<file path="config.mk">
export PLATFORM = sky130hd
export DESIGN_NAME = n_bit_comp
export DESIGN_NICKNAME = d
export VERILOG_FILES = /design/src/rtl/n_bit_comp_pkg.sv /design/src/rtl/n_bit_comp_comp_slice.sv /design/src/rtl/n_bit_comp.sv
export SDC_FILE = /design/constraint.sdc
export NUM_CORES = 1
export LEC_CHECK = 0
export BUFFER_PORTS_ARGS = -buffer_cell sky130_fd_sc_hd__buf_2
export CAP_MARGIN = 20
export CORE_AREA = 4 4 41 43
export CTS_CLUSTER_DIAMETER = 150
export DETAILED_ROUTE_END_ITERATION = 16
export DIE_AREA = 0 0 45 47
export GPL_TIMING_DRIVEN = 0
export MAX_ROUTING_LAYER = met4
export SYNTH_ARGS = -nofsm -noshare
export SYNTH_HDL_FRONTEND = slang
export SYNTH_SLANG_ARGS = --single-unit
</file>
<file path="constraint.sdc">
create_clock -name clk -period 0.85 [get_ports clk]
set_clock_uncertainty 0.2 [all_clocks]
set_input_delay 0.085 -clock clk [delete_from_list [all_inputs] [get_ports clk]]
set_output_delay 0.085 -clock clk [all_outputs]
set_load 0.01 [all_outputs]
</file>
<file path="src/rtl/n_bit_comp_pkg.sv">
// Shared result encoding for the registered magnitude comparator.
// Bit order of cmp_res_t is {gt, eq, lt}, which maps directly onto {O1, O2, O3}.
package n_bit_comp_pkg;

    typedef logic [2:0] cmp_res_t;

    localparam cmp_res_t CMP_GT   = 3'b100;
    localparam cmp_res_t CMP_EQ   = 3'b010;
    localparam cmp_res_t CMP_LT   = 3'b001;
    localparam cmp_res_t CMP_NONE = 3'b000;

    // Pack the cascade outputs into the result encoding.
    function automatic cmp_res_t pack_res(input logic gt, input logic eq, input logic lt);
        return {gt, eq, lt};
    endfunction

endpackage

</file>
<file path="src/rtl/n_bit_comp_comp_slice.sv">
// One-bit compare cell of the MSB-first cascade; a decision made upstream is passed through unchanged.
// Latency: combinational.
// Backpressure: none; pure combinational logic.
module comp_slice (
    input  logic a_bit,
    input  logic b_bit,
    input  logic gt_in,
    input  logic lt_in,
    input  logic eq_in,
    input  logic invert,
    output logic gt_out,
    output logic lt_out,
    output logic eq_out
);

    logic a_hi;
    logic b_hi;
    logic bit_gt;
    logic bit_lt;

    assign a_hi = a_bit & ~b_bit;
    assign b_hi = ~a_bit & b_bit;

    // invert flips the sense of this bit, used for the two's-complement sign bit
    assign bit_gt = invert ? b_hi : a_hi;
    assign bit_lt = invert ? a_hi : b_hi;

    assign gt_out = gt_in | (eq_in & bit_gt);
    assign lt_out = lt_in | (eq_in & bit_lt);
    assign eq_out = eq_in & ~(a_bit ^ b_bit);

endmodule

</file>
<file path="src/rtl/n_bit_comp.sv">
// Registered N-bit magnitude comparator producing one-hot {O1:gt, O2:eq, O3:lt}.
// Latency: 1 cycle from an en=1 edge; outputs read all-zero after reset until the first capture.
// Backpressure: none; en=0 holds the last registered result.
module n_bit_comp
    import n_bit_comp_pkg::*;
#(
    parameter int WIDTH  = 4,
    parameter int SIGNED = 0
) (
    input  logic             clk,
    input  logic             rst,
    input  logic             en,
    input  logic [WIDTH-1:0] A,
    input  logic [WIDTH-1:0] B,
    output logic             O1,
    output logic             O2,
    output logic             O3
);

    // Chain index k carries the state above bit k; index WIDTH is the "nothing decided yet" seed.
    logic [WIDTH:0] gt_c;
    logic [WIDTH:0] lt_c;
    logic [WIDTH:0] eq_c;
    cmp_res_t       res_nxt;
    cmp_res_t       res_q;

    assign gt_c[WIDTH] = 1'b0;
    assign lt_c[WIDTH] = 1'b0;
    assign eq_c[WIDTH] = 1'b1;

    for (genvar i = 0; i < WIDTH; i++) begin : g_slice
        comp_slice u_slice (
            .a_bit  (A[i]),
            .b_bit  (B[i]),
            .gt_in  (gt_c[i+1]),
            .lt_in  (lt_c[i+1]),
            .eq_in  (eq_c[i+1]),
            .invert (((i == WIDTH - 1) && (SIGNED != 0)) ? 1'b1 : 1'b0),
            .gt_out (gt_c[i]),
            .lt_out (lt_c[i]),
            .eq_out (eq_c[i])
        );
    end

    assign res_nxt = pack_res(gt_c[0], eq_c[0], lt_c[0]);

    always_ff @(posedge clk or posedge rst) begin
        if (rst) begin
            res_q <= CMP_NONE;
        end else if (en) begin
            res_q <= res_nxt;
        end
    end

    assign {O1, O2, O3} = res_q;

endmodule

</file>
After elaboration in Yosys (flattened, before gate mapping)
Cells that the tools add are included.
{"block": "totals", "reg_bits": 3, "wordCells": 40}
{"block": "op_classes", "bitwise_logic": 39}
{"operator": "$and A1 B1 Y1", "count": 17}
{"operator": "$not A1 Y1", "count": 12}
{"operator": "$or A1 B1 Y1", "count": 6}
{"operator": "$xor A1 B1 Y1", "count": 4}

Depth between registers and ports, before layout
{"block": "logic_depth", "depth_word": 6, "mapped_depth": 5, "ltp_nobuf": 5}

Cells and area by module
Synthesis repeated with hierarchy kept, for this count alone.
{"block": "hier_totals", "hier_cells": 45, "hier_area_um2": 425.4}
{"module": "comp_slice", "instances": 4, "seq_area_each_um2": 0.0, "area_per_inst_um2": 76.3, "cells_each": 9}
{"module": "n_bit_comp", "instances": 1, "seq_area_each_um2": 75.1, "area_per_inst_um2": 120.1, "cells_each": 9}

Worst setup path before layout
No wires, ideal clock.
{"block": "synth_timing", "path_kind": "in2reg", "from": "in A[3]", "to": "reg res_q[2]", "cell_stages": 5, "required_time_ns": 0.524, "path_slack_ns": -0.418, "arrival_ns": 0.942, "path_cell_list": "inv_1 ha_1 and3_4 a221oi_2 a21oi_1"}
{"block": "synth_between", "elab_chain_cells": 6, "word_cells_on_any_way": 11, "classes_between": "bitwise: 11"}
{"item": "start: declaration", "line_no": "n_bit_comp.sv:13", "source": "input logic [WIDTH-1:0] A,"}
{"item": "$xor A1 B1 Y1", "line_no": "n_bit_comp_comp_slice.sv:30", "source": "assign eq_out = eq_in & ~(a_bit ^ b_bit);"}
{"item": "$not A1 Y1", "line_no": "n_bit_comp_comp_slice.sv:30"}
{"item": "$and A1 B1 Y1, on equally long branches", "line_no": "n_bit_comp_comp_slice.sv:28, n_bit_comp_comp_slice.sv:30"}
{"item": "$or A1 B1 Y1, or another cell as far along", "line_no": "n_bit_comp_comp_slice.sv:28", "source": "assign gt_out = gt_in | (eq_in & bit_gt);"}
{"item": "$or A1 B1 Y1 or $and A1 B1 Y1 (tied branches)", "line_no": "n_bit_comp_comp_slice.sv:28"}
{"item": "$or A1 B1 Y1 (*)", "line_no": "n_bit_comp_comp_slice.sv:28"}
{"item": "end signal: assignment", "line_no": "n_bit_comp.sv:51", "source": "res_q <= res_nxt;"}
{"item": "end: declaration", "line_no": "n_bit_comp.sv:25", "source": "cmp_res_t res_q;"}
Every way passes the cells marked *; elsewhere a longest branch is shown, timed or not.
A chain may end at the register's enable or synchronous reset.

Final worst setup path
{"block": "layout_timing", "from": "in B[2]", "to": "reg res_q[2]"}
{"block": "layout_between", "elab_chain_cells": 6, "word_cells_on_any_way": 12, "classes_between": "bitwise: 12"}
{"item": "start: declaration", "line_no": "n_bit_comp.sv:14", "source": "input logic [WIDTH-1:0] B,"}
{"item": "$not A1 Y1 or $xor A1 B1 Y1 (tied branches)", "line_no": "n_bit_comp_comp_slice.sv:21, n_bit_comp_comp_slice.sv:30"}
{"item": "$and A1 B1 Y1 or $not A1 Y1 (tied branches)", "line_no": "n_bit_comp_comp_slice.sv:21, n_bit_comp_comp_slice.sv:30"}
{"item": "$and A1 B1 Y1, on equally long branches", "line_no": "n_bit_comp_comp_slice.sv:28, n_bit_comp_comp_slice.sv:30"}
{"item": "$or A1 B1 Y1, or another cell as far along", "line_no": "n_bit_comp_comp_slice.sv:28"}
{"item": "$or A1 B1 Y1 or $and A1 B1 Y1 (tied branches)", "line_no": "n_bit_comp_comp_slice.sv:28"}
{"item": "$or A1 B1 Y1 (*)", "line_no": "n_bit_comp_comp_slice.sv:28"}
Marked as above.

==> run metrics <==
outcome=complete, but fails checks; failing checks=negative hold slack, negative setup slack; clock network fraction of design power=38.9%; total global-route track usage=roughly 5.9%; register area share after synthesis=25.8%; largest registers in the final layout=res_q x3; maximum fanout along the worst path=3; Tmin final=just over 1000 ps; maximum vdd drop=~0.36 mV; number of max-cap violations=0; placed insts=60; vias per std cell=approximately 4; global route overflow=0; share of layout cells above drive strength 1=55.8%; final instance area=about 520 um2; std cell rows=13; number of global-route vias before repair=about 270; pwr/cell area=1170 mW/mm2; setup TNS=-872 ps; initial antenna violation count=0; CTS tree=done; synthesized area=a little under 300 um2; Placement Cell Area=around 430 um2; Die X=about 45 um; global-route wire length before repair=about 890 um; Logic pwr share=34.1%; CP Launch Type=primary input; Skew-Pair Late Insertion Delay=between 200 and 250 ps; Yosys warning total=0; Die Ht=roughly 47 um; IO buf count=13; CTS buffer count=3; Static Leakage=approximately 0.28 nW; CTS Hold Bufs=1; Net Sw Frac=25.7%; largest register by flop count=res_q; worst-margin pin slew=a little over 200 ps; slew margin rel.=between 80% and 90%; Yosys reg bits=3; H-tree levels=1; routed via count=271; Mapped Nets=between 50 and 60; DIE AREA=0.00212 mm2; final setup vio count=6; gp weighted congestion=between 0.5 and 0.6; DRT iter0 DRCs=2; RSZ-0062 raised after global routing=true; sequential power share=about 27%; Layout Cells excl Fill=67; root buf cell=clkbuf_4; Netlist cell types=12; synthesized instance count=32; largest net degree at the start of global routing=7; setup slack after layout=-189 ps; most common cell after layout, fill and taps aside=buf_2; total wire length=593 um; Min Hold Slack=-100 ps; dpl hpwl=just over 500 um; IO Pins=14; crit path capture type=register; CTS sink count=3; post-route ant nets=0; Largest register FFs=3; wire length per cell=roughly 8.9 um; Psw=0.158 mW; commonest cells after routing, fill and taps aside=buf_2 (7), inv_1 (6), buf_6 (6); Slew Viols, Final=0; CP required=750 ps; Initial Util=around 22%; final hold vios=3; Worst EP arrival=940 ps; Setup CP Type=primary input to register; nets=72; Max Fclk=just under 1 GHz; Fillers=140; reg-to-reg slack, setup=-90 ps; DRT Pass-1 Iters=2; DRC violations left=0; clk slew on worst S/H paths=40 ps; area growth from synthesis to layout=79.4%; antenna cells=0; CTS max path bufs=2; Final Cycle Share=122%; Tightest Hold Check Type=primary input to register; Internal=approximately 0.46 mW; Syn Area/Cell=a little over 9 um2; core area=about 0.0013 mm2
layer usage:
layer  vias up  track usage [%]  wire length, um
met2         5             10.5              319
met3         0             1.53               36
li1        145                -                -
met1       121             5.71              237
met5         -                -                0
met4         0             3.51                0
cell families after synthesis:
group	share of synthesized area, %
fa+ha+maj	34.3
flops	25.8
compound gates	18.9
simple gates	8.15
buf+inv	12.9
critical path, stage by stage:
cell and delay [ps]:
buf_6 100, ha_4 230, and3_4 180, a221oi_2 250, a21oi_1 90
through the flow:
step | total power, mW | worst slack, ps | utilization (%)
finish | 0.613 | -189 | 40.2
global route | 0.662 | -223 | 40.2
CTS | 0.624 | -202 | 39.6
detailed placement | 0.341 | -454 | 32.8
global placement | 0.337 | -445 | 32.8
floorplan | 0.269 | -251 | -
power by group through the flow:
stage               sequential (mW)  combinational, mW  clock [mW]
floorplan                     0.175             0.0936           0
global placement              0.167              0.170           0
detailed placement            0.167              0.173           0
CTS                           0.165              0.210       0.249
global route                  0.167              0.231       0.264
finish                        0.165              0.209       0.239
timing repair:
| item | 4_1_cts | 5_1_grt |
|---|---|---|
| hold endpoints to repair | 6 | 3 |
| resized for setup | 11 | 2 |
| endpoints found under the setup margin | 6 | 6 |
| gates cloned | 0 | 0 |
| setup buffers | 2 | 0 |
| pin swaps | 1 | 3 |
synthesized netlist by cell type (all sizes together):
master	instances	area share, %
inv	10	13
ha	8	34
dfrtp	3	26
a21o	2	5.6
a21oi	2	3.4
a221oi	2	8.2
nor2	2	2.6
and3	1	3.9
nand3	1	1.7
o21ai	1	1.7
final timing paths:
path                          start        to  cells past startpoint
hold / removal                   en  res_q[0]                      2
setup reg to reg           res_q[0]  res_q[0]                      3
setup / recovery               B[2]  res_q[2]                      5
min in group asynchronous       rst  res_q[1]                      3
max in group asynchronous       rst  res_q[2]                      3
hold reg to reg            res_q[2]  res_q[2]                      2
final cells by class:
type | instances | area [um2] | area share [%]
well taps | 15 | 18.8 | 3.59
inverters | 10 | 45.0 | 8.61
multi-input cells | 19 | 223 | 42.6
flip-flops and latches | 3 | 75.1 | 14.4
clock buffers | 4 | 26.3 | 5.02
repair buffers | 16 | 135 | 25.8
(Power assumes the default switching activity.)
